--- src/rtl/fifo_pkg.sv ---
// Shared FIFO helpers: address/count width derivation and pointer compares,
// common to the single- and dual-clock FIFOs.
package fifo_pkg;

  function automatic int addr_width(input int depth);
    return (depth < 2) ? 1 : $clog2(depth);
  endfunction

  function automatic int count_width(input int depth);
    return addr_width(depth) + 1;
  endfunction

  // Pointers carry one extra wrap bit above the address bits; aw = address bits.
  function automatic logic ptr_full(input logic [31:0] wp, input logic [31:0] rp, input int aw);
    logic [31:0] diff;
    logic [31:0] mask;
    diff = wp ^ rp;
    mask = (32'd1 << aw) - 32'd1;
    return (((diff >> aw) & 32'd1) == 32'd1) && ((diff & mask) == 32'd0);
  endfunction

  function automatic logic ptr_empty(input logic [31:0] wp, input logic [31:0] rp);
    return wp == rp;
  endfunction

endpackage

--- src/rtl/sync_fifo_if.sv ---
// Producer/consumer bundle for sync_fifo; the FIFO takes the slave side.
interface sync_fifo_if #(
  parameter int DATASIZE = 8,
  parameter int DEPTH    = 16
) ();
  import fifo_pkg::*;
  localparam int CNTSIZE = count_width(DEPTH);

  // Handshake: a write is taken on a rising edge with wr_en && !full, a read
  // with rd_en && !empty; requests against full/empty are dropped and latch
  // the sticky overflow/underflow flags until clr_err.
  logic                wr_en;
  logic [DATASIZE-1:0] data_in;
  logic                rd_en;
  logic                clr_err;
  logic [DATASIZE-1:0] data_out;
  logic                full;
  logic                empty;
  logic                almost_full;
  logic                almost_empty;
  logic [CNTSIZE-1:0]  count;
  logic                overflow;
  logic                underflow;

  modport master (
    output wr_en, data_in, rd_en, clr_err,
    input  data_out, full, empty, almost_full, almost_empty, count, overflow, underflow
  );

  modport slave (
    input  wr_en, data_in, rd_en, clr_err,
    output data_out, full, empty, almost_full, almost_empty, count, overflow, underflow
  );
endinterface

--- src/rtl/fifo_ram.sv ---
// Simple dual-port RAM, one clock, registered read port. Only the read
// register is reset; the array itself is never cleared.
module fifo_ram
  import fifo_pkg::*;
#(
  parameter int DATASIZE = 8,
  parameter int DEPTH    = 16
) (
  input  logic                          clk,
  input  logic                          rst,
  input  logic                          wr_en,
  input  logic [addr_width(DEPTH)-1:0]  wr_addr,
  input  logic [DATASIZE-1:0]           wr_data,
  input  logic                          rd_en,
  input  logic [addr_width(DEPTH)-1:0]  rd_addr,
  output logic [DATASIZE-1:0]           rd_data
);
  logic [DATASIZE-1:0] mem_q [DEPTH];
  logic [DATASIZE-1:0] rd_data_q;
  logic [DATASIZE-1:0] rd_data_d;

  always_comb begin
    rd_data_d = rd_data_q;
    if (rd_en) rd_data_d = mem_q[rd_addr];
  end

  always_ff @(posedge clk) begin
    if (wr_en) mem_q[wr_addr] <= wr_data;
  end

  always_ff @(posedge clk) begin
    if (rst) rd_data_q <= '0;
    else     rd_data_q <= rd_data_d;
  end

  assign rd_data = rd_data_q;
endmodule

--- src/rtl/sync_fifo.sv ---
// Single-clock FIFO with occupancy count, threshold flags, sticky error flags
// and an optional first-word-fall-through read mode.
module sync_fifo
  import fifo_pkg::*;
#(
  parameter int DATASIZE = 8,
  parameter int DEPTH    = 16,
  parameter int FWFT     = 0,
  parameter int AF_LEVEL = DEPTH - 2,
  parameter int AE_LEVEL = 2
) (
  input logic        clk,
  input logic        rst,
  sync_fifo_if.slave bus
);
  localparam int ADDRSIZE = addr_width(DEPTH);
  localparam int PTRW     = ADDRSIZE + 1;
  localparam int CNTSIZE  = count_width(DEPTH);
  localparam logic [CNTSIZE-1:0] ONE_C   = CNTSIZE'(1);
  localparam logic [CNTSIZE-1:0] DEPTH_C = CNTSIZE'(DEPTH);
  localparam logic [CNTSIZE-1:0] AF_C    = CNTSIZE'(AF_LEVEL);
  localparam logic [CNTSIZE-1:0] AE_C    = CNTSIZE'(AE_LEVEL);

  logic [PTRW-1:0]     wr_ptr_q, wr_ptr_d, rd_ptr_q, rd_ptr_d;
  logic [CNTSIZE-1:0]  count_q, count_d;
  logic                full_q, full_d, empty_q, empty_d;
  logic                af_q, af_d, ae_q, ae_d;
  logic                ovf_q, ovf_d, unf_q, unf_d;
  logic                valid_q, valid_d;
  logic                wr_acc, rd_acc, ram_rd_en, mem_has_data;
  logic [DATASIZE-1:0] ram_rd_data;

  always_comb begin
    wr_acc       = bus.wr_en && !full_q && !rst;
    rd_acc       = bus.rd_en && !empty_q && !rst;
    mem_has_data = !ptr_empty(32'(wr_ptr_q), 32'(rd_ptr_q));

    // In FWFT the RAM's read register doubles as the one-word output stage:
    // it refills whenever it is empty or being popped and memory holds data.
    if (FWFT != 0) ram_rd_en = mem_has_data && (!valid_q || rd_acc) && !rst;
    else           ram_rd_en = rd_acc;

    wr_ptr_d = wr_ptr_q + PTRW'(wr_acc);
    rd_ptr_d = rd_ptr_q + PTRW'(ram_rd_en);

    count_d = count_q;
    if (wr_acc && !rd_acc)      count_d = count_q + ONE_C;
    else if (rd_acc && !wr_acc) count_d = count_q - ONE_C;

    valid_d = valid_q;
    if (ram_rd_en)   valid_d = 1'b1;
    else if (rd_acc) valid_d = 1'b0;

    if (FWFT != 0) begin
      full_d  = (count_d == DEPTH_C);
      empty_d = !valid_d;
    end else begin
      full_d  = ptr_full(32'(wr_ptr_d), 32'(rd_ptr_d), ADDRSIZE);
      empty_d = ptr_empty(32'(wr_ptr_d), 32'(rd_ptr_d));
    end

    af_d = (count_d >= AF_C);
    ae_d = (count_d <= AE_C);

    // An error in the same cycle as clr_err keeps the flag set.
    ovf_d = ovf_q;
    if (bus.wr_en && full_q) ovf_d = 1'b1;
    else if (bus.clr_err)    ovf_d = 1'b0;

    unf_d = unf_q;
    if (bus.rd_en && empty_q) unf_d = 1'b1;
    else if (bus.clr_err)     unf_d = 1'b0;
  end

  always_ff @(posedge clk) begin
    if (rst) begin
      wr_ptr_q <= '0;
      rd_ptr_q <= '0;
      count_q  <= '0;
      full_q   <= 1'b0;
      empty_q  <= 1'b1;
      af_q     <= 1'b0;
      ae_q     <= 1'b1;
      ovf_q    <= 1'b0;
      unf_q    <= 1'b0;
      valid_q  <= 1'b0;
    end else begin
      wr_ptr_q <= wr_ptr_d;
      rd_ptr_q <= rd_ptr_d;
      count_q  <= count_d;
      full_q   <= full_d;
      empty_q  <= empty_d;
      af_q     <= af_d;
      ae_q     <= ae_d;
      ovf_q    <= ovf_d;
      unf_q    <= unf_d;
      valid_q  <= valid_d;
    end
  end

  fifo_ram #(
    .DATASIZE(DATASIZE),
    .DEPTH   (DEPTH)
  ) u_ram (
    .clk    (clk),
    .rst    (rst),
    .wr_en  (wr_acc),
    .wr_addr(wr_ptr_q[ADDRSIZE-1:0]),
    .wr_data(bus.data_in),
    .rd_en  (ram_rd_en),
    .rd_addr(rd_ptr_q[ADDRSIZE-1:0]),
    .rd_data(ram_rd_data)
  );

  assign bus.data_out     = ram_rd_data;
  assign bus.full         = full_q;
  assign bus.empty        = empty_q;
  assign bus.almost_full  = af_q;
  assign bus.almost_empty = ae_q;
  assign bus.count        = count_q;
  assign bus.overflow     = ovf_q;
  assign bus.underflow    = unf_q;
endmodule

--- src/flat_wrapper.sv ---
// flat-port wrapper written by rule: the top's interface ports become plain ports
module sync_fifo_flat import fifo_pkg::*;
#(
  parameter int DATASIZE = 8,
  parameter int DEPTH    = 16,
  parameter int FWFT     = 0,
  parameter int AF_LEVEL = DEPTH - 2,
  parameter int AE_LEVEL = 2
)
  (clk, rst, bus_wr_en, bus_data_in, bus_rd_en, bus_clr_err, bus_data_out, bus_full, bus_empty, bus_almost_full, bus_almost_empty, bus_count, bus_overflow, bus_underflow);
  sync_fifo_if #(.DATASIZE(DATASIZE), .DEPTH(DEPTH)) bus_i ();
  input logic clk;
  input logic rst;
  input wire logic [$bits(bus_i.wr_en)-1:0] bus_wr_en;
  input wire logic [$bits(bus_i.data_in)-1:0] bus_data_in;
  input wire logic [$bits(bus_i.rd_en)-1:0] bus_rd_en;
  input wire logic [$bits(bus_i.clr_err)-1:0] bus_clr_err;
  output wire logic [$bits(bus_i.data_out)-1:0] bus_data_out;
  output wire logic [$bits(bus_i.full)-1:0] bus_full;
  output wire logic [$bits(bus_i.empty)-1:0] bus_empty;
  output wire logic [$bits(bus_i.almost_full)-1:0] bus_almost_full;
  output wire logic [$bits(bus_i.almost_empty)-1:0] bus_almost_empty;
  output wire logic [$bits(bus_i.count)-1:0] bus_count;
  output wire logic [$bits(bus_i.overflow)-1:0] bus_overflow;
  output wire logic [$bits(bus_i.underflow)-1:0] bus_underflow;
  assign bus_i.wr_en = bus_wr_en;
  assign bus_i.data_in = bus_data_in;
  assign bus_i.rd_en = bus_rd_en;
  assign bus_i.clr_err = bus_clr_err;
  assign bus_data_out = bus_i.data_out;
  assign bus_full = bus_i.full;
  assign bus_empty = bus_i.empty;
  assign bus_almost_full = bus_i.almost_full;
  assign bus_almost_empty = bus_i.almost_empty;
  assign bus_count = bus_i.count;
  assign bus_overflow = bus_i.overflow;
  assign bus_underflow = bus_i.underflow;
  sync_fifo #(.DATASIZE(DATASIZE), .DEPTH(DEPTH), .FWFT(FWFT), .AF_LEVEL(AF_LEVEL), .AE_LEVEL(AE_LEVEL)) u_core (.clk(clk), .rst(rst), .bus(bus_i));
endmodule
--- config.mk ---
export PLATFORM = sky130hd
export DESIGN_NAME = sync_fifo_flat
export DESIGN_NICKNAME = d
export VERILOG_FILES = /design/src/rtl/fifo_pkg.sv /design/src/rtl/sync_fifo_if.sv /design/src/rtl/fifo_ram.sv /design/src/rtl/sync_fifo.sv /design/src/flat_wrapper.sv
export SDC_FILE = /design/constraint.sdc
export NUM_CORES = 1
export LEC_CHECK = 0
export CAP_MARGIN = 20
export CORE_MARGIN = 10
export CORE_UTILIZATION = 25
export DETAILED_ROUTE_END_ITERATION = 12
export GPL_TIMING_DRIVEN = 0
export PLACE_DENSITY_LB_ADDON = 0.25
export SLEW_MARGIN = 10
export SYNTH_ARGS = -nofsm -noshare
export SYNTH_HDL_FRONTEND = slang
export SYNTH_SLANG_ARGS = --single-unit
export TNS_END_PERCENT = 30
--- constraint.sdc ---
create_clock -name clk -period 3 [get_ports clk]
set_input_delay 0.3 -clock clk [delete_from_list [all_inputs] [get_ports clk]]
set_output_delay 0.3 -clock clk [all_outputs]
set_load 0.05 [all_outputs]
==> run metrics <==
layout net count 425; # port buffers 30; dpl cells 711; Pre-Repair DR Iteration Count 4; Tmin final 2571 ps; Yosys top cell by area edfxtp_1; Setup Skew 8.395 ps; Worst Hold Depth 3; vias 3300; DRT antenna net count 0; pin count of the biggest net entering global routing 17; Critical Path Sink Type flop; core area 24320 sq um; Netlist cell types 37; CP Launch Type primary input; Crit Path Max Fanout 10; CTS resizes 0; CP Class in -> reg; clock buffer count from CTS 17; RSZ-0062 raised after global routing no; Static Leakage 2.347 nW; Worst Slack Setup Final 428.8 ps; global router's overall resource usage 0.08986; Net Sw Power 1.187 mW; FP Rows 57; DR iter-0 viols 263; layout cells sized above 1 0.1838; worst path cell trace buf_2, buf_1, clkbuf_1, nor2_1, ha_1, ha_1, xnor2_1, xor2_1, nor4_1, nor3b_1; gpl congestion 0.7687; area grow syn2layout 20.84%; routed vias/inst 4.441; Final Setup Violations 0; GRT overflow 0; final design utilization 0.3064; status finished clean; Internal 3.607 mW; Finished Cell Area 7451 sq um; crit path DAT 2910 ps; max frequency 388.9 MHz; worst vdd ir 0.4140 mV; clock sink count 157; FF-to-FF Start u_core.rd_ptr_q[1]$_SDFF_PP0_; Worst Hold Class in -> reg; register bit count reported by yosys 157; Vert. Die Dim 177.0 um; CTS tree yes; post-route insts no fill 743; Reg2Reg Depth 6; sequential share of power 0.503; Synth area leaders edfxtp_1, mux4_2, dfxtp_1, a22o_1, nor2_1; initial antenna violation count 0; CTS Root Cell clkbuf_16; MaxCap Viol Count 0; slowest CP cell buf_1; fill cell count 2380; drt wl/cell 18.55 um; Cells after Synth 357; Post-Syn Nets 376; Post-Route WL 13780 um; count leader, synth edfxtp_1; Gate power share 0.073; first-pass GRT wire length 20620 um; critical hold path startpoint rst; post-synthesis average cell area 17.27 sq um; postcts setup bufs 0; DRC violations left 0; synthesized cell area 6166 sq um; register area share after synthesis 0.7175; switching share of power 0.2476; Horiz. Die Dim 177.0 um; Synth Warn # 0; top post-synthesis cells by count edfxtp_1, mux4_2, dfxtp_1; H-tree levels 4; clk buf depth 2; actual slew at the worst max-slew pin 845.3 ps; hold bufs inserted after CTS 0; Worst-path clk slew 60 ps; Starting Density 0.2535; Total Negative Setup Slacks 0 ps; Yosys top cell area share 0.6234; Relative slew margins 0.4344; Synth Flop Type edfxtp_1; antenna fix cells 0; Max Transition Viols Final 0; HPWL after detailed placement 9324 um; clock share of power 0.424; Async S/R FF share, synth 0; crit path from rst; Power Dens Cells 643.3 nW/um^2; final hold viol count 0; placed cell area 6892 sq um; die footprint 31340 sq um; final period utilization 0.8571; vias in the first global route 3412; most used cell, CP ha_1; I/O pin count 32; Worst-Skew Late Latency 420 ps; CP max stage delay 450 ps; Post-synth EDFFs 128; Critical Path RT 3340 ps; pre-CTS WS -70.85 ps
per-layer routing:
metal | up-vias | wire [um] | track usage
met5 | - | 0 | 0
met4 | 0 | 206 | 0.03503
met3 | 15 | 723 | 0.02518
met2 | 85 | 6683 | 0.1425
met1 | 1702 | 6170 | 0.1138
li1 | 1498 | - | -
path summary, 6_finish.rpt:
check / slack [ps] / endpoint
max reg2reg: 490 / u_core.u_ram.rd_data[0]$_SDFFE_PP0P_
max: 430 / u_core.bus.full$_SDFF_PP0_
min: 370 / u_core.bus.count[1]$_SDFF_PP0_
min reg2reg: 470 / u_core.u_ram.rd_data[0]$_SDFFE_PP0P_
per-stage QoR:
step	power [mW]	hold WS, ps
CTS	4.839	353.5
global placement	2.808	453.7
detailed placement	2.817	459.8
global route	4.962	401.9
finish	4.794	371.3
floorplan	2.672	398.9
power by group through the flow:
| stage | combinational (mW) | clock [mW] | sequential [mW] |
|---|---|---|---|
| 2_1_floorplan | 0.152 | 0 | 2.52 |
| 3_3_place_gp | 0.350 | 0 | 2.46 |
| 3_5_place_dp | 0.355 | 0 | 2.46 |
| 4_1_cts | 0.357 | 2.07 | 2.41 |
| 5_1_grt | 0.379 | 2.17 | 2.42 |
| 6_report | 0.349 | 2.03 | 2.41 |
sequential cells by signal, indices dropped and copies added (netlist names):
register and cells:
u_core.u_ram.mem_q 128, u_core.bus.count 5, u_core.bus.full 1, u_core.u_ram.rd_data 8, u_core.bus.empty 1, u_core.bus.almost_empty 1
u_core.wr_ptr_q 5, u_core.rd_ptr_q 5, u_core.bus.underflow 1, u_core.bus.almost_full 1, u_core.bus.overflow 1
final cells by class:
type	instances	area, sq um	share of cell area
sequential	157	4424	0.5938
multi-input combinational	175	1654	0.2220
clock buffer	17	425.4	0.05709
tap	324	405.4	0.05441
timing repair buffer	30	300.3	0.04030
clock inverter	15	133.9	0.01797
buffer	19	85.08	0.01142
inverter	6	22.52	0.003023
placed cells by master, fill, tap and decap left out, drive strengths merged, types with 4 or more instances in the layout:
cell type | Yosys | routed
clkdlybuf4s50 | 0 | 30
a21oi | 12 | 12
buf | 8 | 8
o21ai | 9 | 9
xor2 | 10 | 10
nor2 | 28 | 28
nor3 | 7 | 7
mux4 | 32 | 32
edfxtp | 128 | 128
xnor2 | 4 | 4
nand2 | 12 | 12
clkinv | 0 | 6
ha | 6 | 6
inv | 6 | 13
nand3 | 7 | 7
dfxtp | 29 | 29
clkbuf | 11 | 28
nand2b | 5 | 5
a22o | 16 | 16
nor2b | 8 | 8
worst max-delay path, delay by kind of cell:
| kind | cells | cell delay [ps] |
|---|---|---|
| xor+xnor | 2 | 320 |
| fa+ha+maj | 2 | 450 |
| buf+inv | 3 | 1100 |
| simple gates | 3 | 730 |
logic make-up (layout without fill, tap and decap cells):
kind of cell | after synthesis | count (layout) | synth area share
mux | 32 | 32 | 0.1169
xor+xnor | 14 | 14 | 0.01989
fa+ha+maj | 6 | 6 | 0.01218
simple gates | 76 | 76 | 0.06128
flops | 157 | 157 | 0.7175
buf+inv | 25 | 87 | 0.01745
compound gates | 47 | 47 | 0.05479
Note: power is estimated with default switching activity, not from simulation.
